==> src/rtl/mem_port_arbiter_if.sv <==
// Bundles the requester-side and memory-side signals of the shared memory port.
// The arbiter uses the master modport; the environment uses the slave modport.
interface mem_port_arbiter_if;
    logic [3:0] req;
    logic [3:0] grant;
    logic [1:0] sel;
    logic       mem_valid;
    logic       mem_ready;
    logic [3:0] done;
    logic       timeout;
    logic       busy;

    modport master (
        input  req, mem_ready,
        output grant, sel, mem_valid, done, timeout, busy
    );

    modport slave (
        output req, mem_ready,
        input  grant, sel, mem_valid, done, timeout, busy
    );
endinterface

==> src/rtl/mem_port_arbiter.sv <==
// Round-robin arbiter for one shared memory port across four requesters.
// Runs one valid/ready transaction at a time, each guarded by a timeout watchdog.
module mem_port_arbiter #(
    parameter int unsigned TIMEOUT_CYCLES = 255
) (
    input  logic               clk,
    input  logic               rst_n,
    mem_port_arbiter_if.master bus
);
    localparam int unsigned WD_W = $clog2(TIMEOUT_CYCLES + 1);
    localparam logic [WD_W-1:0] WD_LAST = WD_W'(TIMEOUT_CYCLES - 1);

    typedef enum logic {IDLE, REQ} state_e;

    state_e          state_q, state_d;
    logic [1:0]      owner_q, owner_d;
    logic [1:0]      last_q, last_d;
    logic [WD_W-1:0] wd_q, wd_d;
    logic [3:0]      grant_q, grant_d;
    logic [3:0]      done_q, done_d;
    logic            timeout_q, timeout_d;

    logic [1:0]      pick;
    logic            pick_vld;
    logic [1:0]      idx;

    // Scan from lowest to highest priority so the closest hit after last wins.
    always_comb begin
        pick     = '0;
        pick_vld = 1'b0;
        idx      = '0;
        for (int i = 4; i >= 1; i--) begin
            idx = last_q + 2'(i);
            if (bus.req[idx]) begin
                pick     = idx;
                pick_vld = 1'b1;
            end
        end
    end

    always_comb begin
        state_d   = state_q;
        owner_d   = owner_q;
        last_d    = last_q;
        wd_d      = wd_q;
        grant_d   = grant_q;
        done_d    = '0;
        timeout_d = 1'b0;
        case (state_q)
            IDLE: begin
                if (pick_vld) begin
                    owner_d = pick;
                    grant_d = 4'b0001 << pick;
                    wd_d    = '0;
                    state_d = REQ;
                end
            end
            REQ: begin
                // A completion in the same cycle as the watchdog limit still counts as done.
                if (bus.mem_ready) begin
                    done_d  = 4'b0001 << owner_q;
                    last_d  = owner_q;
                    grant_d = '0;
                    state_d = IDLE;
                end else if (wd_q == WD_LAST) begin
                    timeout_d = 1'b1;
                    last_d    = owner_q;
                    grant_d   = '0;
                    state_d   = IDLE;
                end else begin
                    wd_d = wd_q + WD_W'(1);
                end
            end
            default: state_d = IDLE;
        endcase
    end

    always_ff @(posedge clk or negedge rst_n) begin
        if (!rst_n) begin
            state_q   <= IDLE;
            owner_q   <= '0;
            last_q    <= 2'd3;
            wd_q      <= '0;
            grant_q   <= '0;
            done_q    <= '0;
            timeout_q <= 1'b0;
        end else begin
            state_q   <= state_d;
            owner_q   <= owner_d;
            last_q    <= last_d;
            wd_q      <= wd_d;
            grant_q   <= grant_d;
            done_q    <= done_d;
            timeout_q <= timeout_d;
        end
    end

    // owner only changes on IDLE->REQ, so the mux select is stable for the whole transaction.
    assign bus.grant     = grant_q;
    assign bus.sel       = owner_q;
    assign bus.mem_valid = (state_q == REQ);
    assign bus.busy      = (state_q == REQ);
    assign bus.done      = done_q;
    assign bus.timeout   = timeout_q;
endmodule
==> src/flat_wrapper.sv <==
// flat-port wrapper written by rule: the top's interface ports become plain ports
module mem_port_arbiter_flat 
#(
    parameter int unsigned TIMEOUT_CYCLES = 255
)
  (clk, rst_n, bus_req, bus_mem_ready, bus_grant, bus_sel, bus_mem_valid, bus_done, bus_timeout, bus_busy);
  mem_port_arbiter_if bus_i ();
  input  logic clk;
  input  logic rst_n;
  input wire logic [$bits(bus_i.req)-1:0] bus_req;
  input wire logic [$bits(bus_i.mem_ready)-1:0] bus_mem_ready;
  output wire logic [$bits(bus_i.grant)-1:0] bus_grant;
  output wire logic [$bits(bus_i.sel)-1:0] bus_sel;
  output wire logic [$bits(bus_i.mem_valid)-1:0] bus_mem_valid;
  output wire logic [$bits(bus_i.done)-1:0] bus_done;
  output wire logic [$bits(bus_i.timeout)-1:0] bus_timeout;
  output wire logic [$bits(bus_i.busy)-1:0] bus_busy;
  assign bus_i.req = bus_req;
  assign bus_i.mem_ready = bus_mem_ready;
  assign bus_grant = bus_i.grant;
  assign bus_sel = bus_i.sel;
  assign bus_mem_valid = bus_i.mem_valid;
  assign bus_done = bus_i.done;
  assign bus_timeout = bus_i.timeout;
  assign bus_busy = bus_i.busy;
  mem_port_arbiter #(.TIMEOUT_CYCLES(TIMEOUT_CYCLES)) u_core (.clk(clk), .rst_n(rst_n), .bus(bus_i));
endmodule
==> config.mk <==
export PLATFORM = sky130hd
export DESIGN_NAME = mem_port_arbiter_flat
export DESIGN_NICKNAME = d
export VERILOG_FILES = /design/src/rtl/mem_port_arbiter_if.sv /design/src/rtl/mem_port_arbiter.sv /design/src/flat_wrapper.sv
export SDC_FILE = /design/constraint.sdc
export NUM_CORES = 1
export LEC_CHECK = 0
export ABC_CLOCK_PERIOD_IN_PS = 2430
export BUFFER_PORTS_ARGS = -buffer_cell sky130_fd_sc_hd__buf_2
export CORE_AREA = 2 2 47 49
export CTS_BUF_LIST = sky130_fd_sc_hd__clkbuf_2
export DETAILED_ROUTE_END_ITERATION = 7
export DIE_AREA = 0 0 49 51
export PLACE_DENSITY = 0.79
export SLEW_MARGIN = 20
export SYNTH_ARGS = -nofsm -noshare
export SYNTH_HDL_FRONTEND = slang
export SYNTH_SLANG_ARGS = --single-unit
export TNS_END_PERCENT = 30
==> constraint.sdc <==
create_clock -name clk -period 2.43 [get_ports clk]
set_clock_uncertainty 0.2 [all_clocks]
set_input_delay 0.1215 -clock clk [delete_from_list [all_inputs] [get_ports clk]]
set_output_delay 0.1215 -clock clk [all_outputs]
set_load 0.01 [all_outputs]
==> metrics.md, run 1 <==
| Metric | Value |
|---|---|
| Die Y | `51 um` |
| Startpoint Class | `register` |
| # fillers | `186` |
| Cells after synthesis | `104` |
| Vias in the first global route | `845` |
| Die area | `2499 um^2` |
| Initial antenna violation count | `0` |
| Place WS | `465.5 ps` |
| Final setup fails | `0` |
| Switching pwr | `0.2805 mW` |
| # diodes | `0` |
| Slack of the worst reg-to-reg path | `420 ps` |
| Run status | `finished, final reports clean` |
| RSZ-0062 raised after global routing | `false` |
| Warnings, synthesis | `0` |
| ANT nets after route | `0` |
| Final core area utilization | `0.5943` |
| Net Sw Frac | `0.3349` |
| Worst hold slack | `49.64 ps` |
| Vias | `893` |
| Commonest non-fill, non-tap cell in the layout | `dfrtp_1` |
| Gr usage total | `0.1910` |
| Die Wd | `49 um` |
| Req. time, crit path | `2490 ps` |
| Slew margin rel. | `0.6447` |
| CP Capture Type | `register` |
| Yosys reg bits | `22` |
| Library cells used by synthesis | `41` |
| Setup CP Type | `register to register` |
| Post-layout instance area | `1226 um^2` |
| Detailed-route DRC error count | `0` |
| Starting DRC count in detailed routing | `26` |
| FFs w/ async S/R, synth | `1.000` |
| Int Power | `0.5571 mW` |
| Total Wirelength | `2027 um` |
| Clock Power Share | `0.178` |
| CTS clk-pin slew, worst paths | `200 ps` |
| Starting Density | `0.5203` |
| HPWL reported at the end of detailed placement | `1521 um` |
| FF-to-FF End | `u_core.wd_q[7]` |
| I/O pin total | `20` |
| Drt first pass iters | `4` |
| Port bufs | `19` |
| Sequential area share after synthesis | `0.5152` |
| Clk_lat worst skew | `310 ps` |
| Core ar. | `2063 um^2` |
| Wire length per cell | `13.16 um` |
| Max_cap viols | `0` |
| First-pass GRT wire length | `3705 um` |
| Worst path arrival time | `2070 ps` |
| Top_reg_cell synth | `dfrtp_1` |
| Final hold violations | `0` |
| Flop pwr share | `0.587` |
| Mapped Nets | `113` |
| Setup slack after layout | `423.9 ps` |
| Overflow after GRT | `0` |
| Area grow syn2layout | `14.22%` |
| Slew @ Worst Pin | `532.9 ps` |
| Synth Area per Inst | `10.32 um^2` |
| Maximum VDD drop | `398.6 uV` |
| Final Slew Violations | `0` |
| Hold Path Class | `input pin to asynchronous set/reset pin` |
| Final period utilization | `0.8255` |
| R2R depth | `6` |
| Vias/cell | `5.799` |
| PD cells | `683.1 nW/um^2` |
| H-tree depth | `1` |
| Logic gate share of total power | `0.235` |
| Setup TNS | `0 ps` |
| Post-synth EDFFs | `0` |
| Layout Nets | `136` |
| Rows | `17` |
| Worst r2r src | `u_core.wd_q[0]` |
| Crit path max fanout | `16` |
| Pin count of the biggest net entering global routing | `23` |
| Minimum clock period | `2006 ps` |
| Num CTS Buffers | `3` |
| Achievable Freq | `498.5 MHz` |
| Most frequent cells in the layout | `dfrtp_1 (20), buf_2 (19), nor2_1 (9), o21ai_0 (9), nand2_1 (8)` |
| Clock Tree Buf Depth | `2` |
| RePlAce Congestion | `0.8489` |
| Static leakage | `0.5732 nW` |
| Post-Syn Area | `1074 um^2` |
| CTS tree | `done` |
| # clock sinks | `22` |
| Post-DP Area | `1186 um^2` |
| Root buf cell | `clkbuf_2` |
| Share of layout cells above drive strength 1 | `0.2381` |
area by class of cell:
cell class / count / area, um^2 / area share
repair buffers: 21 / 115.1 / 0.09388
well taps: 28 / 35.03 / 0.02857
clock buffers: 4 / 20.02 / 0.01633
flip-flops and latches: 22 / 553.0 / 0.4510
inverters: 6 / 22.52 / 0.01837
multi-input cells: 73 / 480.5 / 0.3918
cell families after synthesis:
family	synth area share
compound gates	0.2471
fa+ha+maj	0.02331
buf+inv	0.03730
flops	0.5152
simple gates	0.1772
power groups by stage:
| stage | Combinational, mW | Clock (mW) | Sequential [mW] |
|---|---|---|---|
| after floorplan | 0.116 | 0 | 0.500 |
| after global placement | 0.191 | 0 | 0.495 |
| after detailed placement | 0.195 | 0 | 0.499 |
| after CTS | 0.199 | 0.153 | 0.492 |
| after global routing | 0.224 | 0.168 | 0.504 |
| final | 0.197 | 0.149 | 0.492 |
stage by stage:
step                      std cells  power, mW
after CTS                       154     0.8434
final                           154     0.8376
after global routing            154     0.8964
after detailed placement        148     0.6946
after global placement          148     0.6860
after floorplan                 104     0.6164
cells in the mapped netlist (3+ instances only):
| master | n | area, um^2 |
|---|---|---|
| nand2_1 | 8 | 30.03 |
| nor3_1 | 3 | 15.01 |
| o21ai_0 | 9 | 45.04 |
| inv_1 | 6 | 22.52 |
| nor2_1 | 9 | 33.78 |
| dfrtp_1 | 20 | 500.5 |
| a21oi_1 | 3 | 15.01 |
what timing repair did:
item | CTS | global route
hold buffers | 2 | 0
hold endpoints to repair | 27 | 0
buffers inserted | 0 | 0
gates resized for setup | 0 | 0
layer usage:
metal	routed length [um]	share of wire	GRT usage
met1	977	0.48	0.2548
met2	958	0.47	0.3333
met3	83	0.041	0.03216
met4	6	0.0030	0.03333
met5	0	0	0
worst max-delay path: stages (launching register included):
cell and delay, ps:
dfrtp_1 480, inv_1 70, ha_1 190, nand4_1 170
o21ai_2 200, or4_1 500, a21oi_1 150
worst max-delay path by stage:
| stage | end | cells after the start | slack (ps) | start |
|---|---|---|---|---|
| 2_1_floorplan | u_core.wd_q[2] | 7 | 660 | u_core.wd_q[0] |
| 3_3_place_gp | u_core.wd_q[7] | 6 | 530 | u_core.wd_q[0] |
| 3_5_place_dp | u_core.wd_q[7] | 6 | 470 | u_core.wd_q[0] |
| 4_1_cts | u_core.wd_q[7] | 6 | 430 | u_core.wd_q[0] |
| 5_1_grt | u_core.wd_q[3] | 6 | 220 | u_core.wd_q[0] |
| 6_report | u_core.wd_q[7] | 6 | 420 | u_core.wd_q[0] |
flip-flops by register name, summed over array words and instances (netlist names):
signal / cells
u_core.bus.sel: 2
u_core.bus.done: 4
u_core.wd_q: 8
u_core.bus.busy: 1
u_core.bus.timeout: 1
u_core.bus.grant: 4
u_core.last_q: 2
(Power assumes the default switching activity.)
==> inputs of run 2 (changes only) <==
--- a/config.mk
+++ b/config.mk
@@ -5,13 +5,13 @@
 export SDC_FILE = /design/constraint.sdc
 export NUM_CORES = 1
 export LEC_CHECK = 0
-export ABC_CLOCK_PERIOD_IN_PS = 2430
+export ABC_CLOCK_PERIOD_IN_PS = 1830
 export BUFFER_PORTS_ARGS = -buffer_cell sky130_fd_sc_hd__buf_2
-export CORE_AREA = 2 2 47 49
+export CORE_AREA = 2 2 49 51
 export CTS_BUF_LIST = sky130_fd_sc_hd__clkbuf_2
 export DETAILED_ROUTE_END_ITERATION = 7
-export DIE_AREA = 0 0 49 51
-export PLACE_DENSITY = 0.79
+export DIE_AREA = 0 0 51 53
+export PLACE_DENSITY = 0.76
 export SLEW_MARGIN = 20
 export SYNTH_ARGS = -nofsm -noshare
 export SYNTH_HDL_FRONTEND = slang
==> constraint.sdc (replaced) <==
create_clock -name clk -period 1.83 [get_ports clk]
set_clock_uncertainty 0.2 [all_clocks]
set_input_delay 0.0915 -clock clk [delete_from_list [all_inputs] [get_ports clk]]
set_output_delay 0.0915 -clock clk [all_outputs]
set_load 0.01 [all_outputs]
==> run 2 against run 1 <==
  * Cell count up 4.5%
  * Flip-flop and latch count unchanged
  * Global-route usage down 0.69 points
  * Non-clock buffer count up 7
  * Combinational power up 62%
==> metrics.md, run 2 (same netlist as run 1, synthesis figures left out) <==
| Metric | Value |
|---|---|
| # diodes | `0 (unchanged)` |
| Final cell count without fillers | `161 (+4.5%)` |
| Achievable Freq | `569.6 MHz (+14%)` |
| H-tree depth | `1 (unchanged)` |
| Die area | `2703 um^2 (+8.2%)` |
| RePlAce Congestion | `0.8048 (-5.2%)` |
| Most frequent cells in the layout | `dfrtp_1 (20), buf_2 (19), nor2_1 (9), o21ai_0 (9), nand2_1 (8)` |
| Total chip power | `1.144 mW (+37%)` |
| Req. time, crit path | `1890 ps (-600 ps)` |
| CTS clk-pin slew, worst paths | `200 ps (about the same)` |
| Wire length per cell | `13.59 um (+3.2%)` |
| Clock Tree Buf Depth | `2 (unchanged)` |
| Int Power | `0.7586 mW (+36%)` |
| Net Sw Frac | `0.3367 (+0.001852)` |
| Num CTS Buffers | `3 (unchanged)` |
| Metal2 WL | `1018 um (+6.3%)` |
| Clock Power Share | `0.165 (-0.013)` |
| # clock sinks | `22 (unchanged)` |
| Slack of the worst reg-to-reg path | `70 ps (-350 ps)` |
| Root buf cell | `clkbuf_2` |
| Share of layout cells above drive strength 1 | `0.2857 (+0.04762)` |
| Slew margin rel. | `0.6941 (+0.04935)` |
| Starting DRC count in detailed routing | `23 (-12%)` |
| Worst path arrival time | `1810 ps (-260 ps)` |
| Gr usage total | `0.1840 (-0.006919)` |
| Die Y | `53 um (+3.9%)` |
| DP Cell Count | `155 (+4.7%)` |
| Logic gate share of total power | `0.279 (+0.044)` |
| Die Wd | `51 um (+4.1%)` |
| Top reg by flops | `u_core.wd_q` |
| Commonest non-fill, non-tap cell in the layout | `dfrtp_1` |
| Uppermost routed layer | `met4` |
| Vias/cell | `5.807 (+0.15%)` |
| Port bufs | `19 (unchanged)` |
| Metal1 wirelength | `1017 um (+4.1%)` |
| PD cells | `889.2 nW/um^2 (+30%)` |
| Area grow syn2layout | `19.81%` |
| CTS tree | `done` |
| Rows | `17 (unchanged)` |
| First-pass GRT wire length | `3677 um (-0.76%)` |
| Static leakage | `0.6055 nW (+5.6%)` |
| Setup TNS | `0 ps (unchanged)` |
| Vias in the first global route | `813 (-3.8%)` |
| Hold Path Class | `input pin to asynchronous set/reset pin` |
| Minimum clock period | `1756 ps (-250.4 ps)` |
| Max FFs per register | `8 (unchanged)` |
| Post-CTS Setup Bufs | `0 (unchanged)` |
| Final setup fails | `0 (unchanged)` |
| Core ar. | `2148 um^2 (+4.1%)` |
| Flop pwr share | `0.556 (-0.031)` |
| Switching pwr | `0.3851 mW (+37%)` |
| Crit path max fanout | `10 (-6)` |
| ANT nets after route | `0 (unchanged)` |
| Final core area utilization | `0.5987 (+0.004419)` |
| Final Slew Violations | `0 (unchanged)` |
| Pin count of the biggest net entering global routing | `23 (unchanged)` |
| Starting Density | `0.4997 (-0.02061)` |
| WL met3 | `132 um (+59%)` |
| Final period utilization | `0.9594 (+0.1338)` |
| Overflow after GRT | `0 (unchanged)` |
| Startpoint Class | `register` |
| Total Wirelength | `2188 um (+7.9%)` |
| CP Capture Type | `register` |
| Maximum VDD drop | `527.1 uV (+32%)` |
| Setup CP Type | `register to register` |
| Drt first pass iters | `4 (unchanged)` |
| Final hold violations | `0 (unchanged)` |
| Clk_lat worst skew | `310 ps (about the same)` |
| Post-DP Area | `1239 um^2 (+4.4%)` |
| Run status | `finished, final reports clean` |
| RSZ-0062 raised after global routing | `false` |
| Max_cap viols | `0 (unchanged)` |
| # fillers | `196 (+5.4%)` |
| Post-layout instance area | `1286 um^2 (+4.9%)` |
| I/O pin total | `20 (unchanged)` |
| Layout Nets | `143 (+5.1%)` |
| FF/Latch Area | `553.0 um^2 (unchanged)` |
| Vias | `935 (+4.7%)` |
| HPWL reported at the end of detailed placement | `1623 um (+6.7%)` |
| Slew @ Worst Pin | `458.9 ps (-73.96 ps)` |
| Initial antenna violation count | `0 (unchanged)` |
| Detailed-route DRC error count | `0 (unchanged)` |
| Multi-input gate area | `485.5 um^2 (+1.0%)` |
[run 2: final timing paths]
kind / depth (start not counted) / to / start
worst min register to register: 1 / u_core.bus.done[2] / u_core.bus.sel[0]
min in group clk: 4 / u_core.bus.grant[3] / bus_req[3]
max in group asynchronous: 2 / u_core.last_q[1] / rst_n
worst max register to register: 7 / u_core.wd_q[6] / u_core.wd_q[0]
worst max-delay path: 7 / u_core.wd_q[6] / u_core.wd_q[0]
worst min-delay path: 2 / u_core.bus.done[1] / rst_n
[run 2: area by class of cell]
cell class              count  share of cell area
clock inverters             1            0.002918
repair buffers             28              0.1333
well taps                  28             0.02724
inverters                   6             0.01751
multi-input cells          73              0.3774
clock buffers               3             0.01167
flip-flops and latches     22              0.4300
[run 2: metrics by stage]
| step | hold WS, ps | worst slack, ps |
|---|---|---|
| global route | 35.33 | 5.555 |
| finish | 20.40 | 74.33 |
| global placement | -128.7 | 91.44 |
| floorplan | -404.1 | 58.81 |
| detailed placement | -120.2 | 64.90 |
| CTS | 22.47 | 39.82 |
[run 2: routing by layer]
metal | global-route usage | up-vias
li1 | - | 448
met1 | 0.2636 | 449
met2 | 0.2771 | 34
met3 | 0.03107 | 4
met4 | 0.07207 | 0
met5 | 0 | -
[run 2: power by group through the flow]
stage	sequential, mW	clock [mW]	combinational [mW]
floorplan	0.664	0	0.155
global placement	0.641	0	0.306
detailed placement	0.645	0	0.314
CTS	0.636	0.198	0.319
global route	0.649	0.216	0.358
finish	0.636	0.189	0.319
[run 2: critical path, cell delays in order (launching register included)]
cell and delay (ps):
dfrtp_1 390, inv_1 40, ha_1 210, nand4_1 130, o21ai_2 80, buf_6 150, or3_1 360, a21oi_2 140
[run 2: what timing repair did]
item                                    CTS  global route
hold endpoints to repair                 27             0
gates resized for setup                   0             4
hold buffers                              2             0
endpoints found under the setup margin    0             6
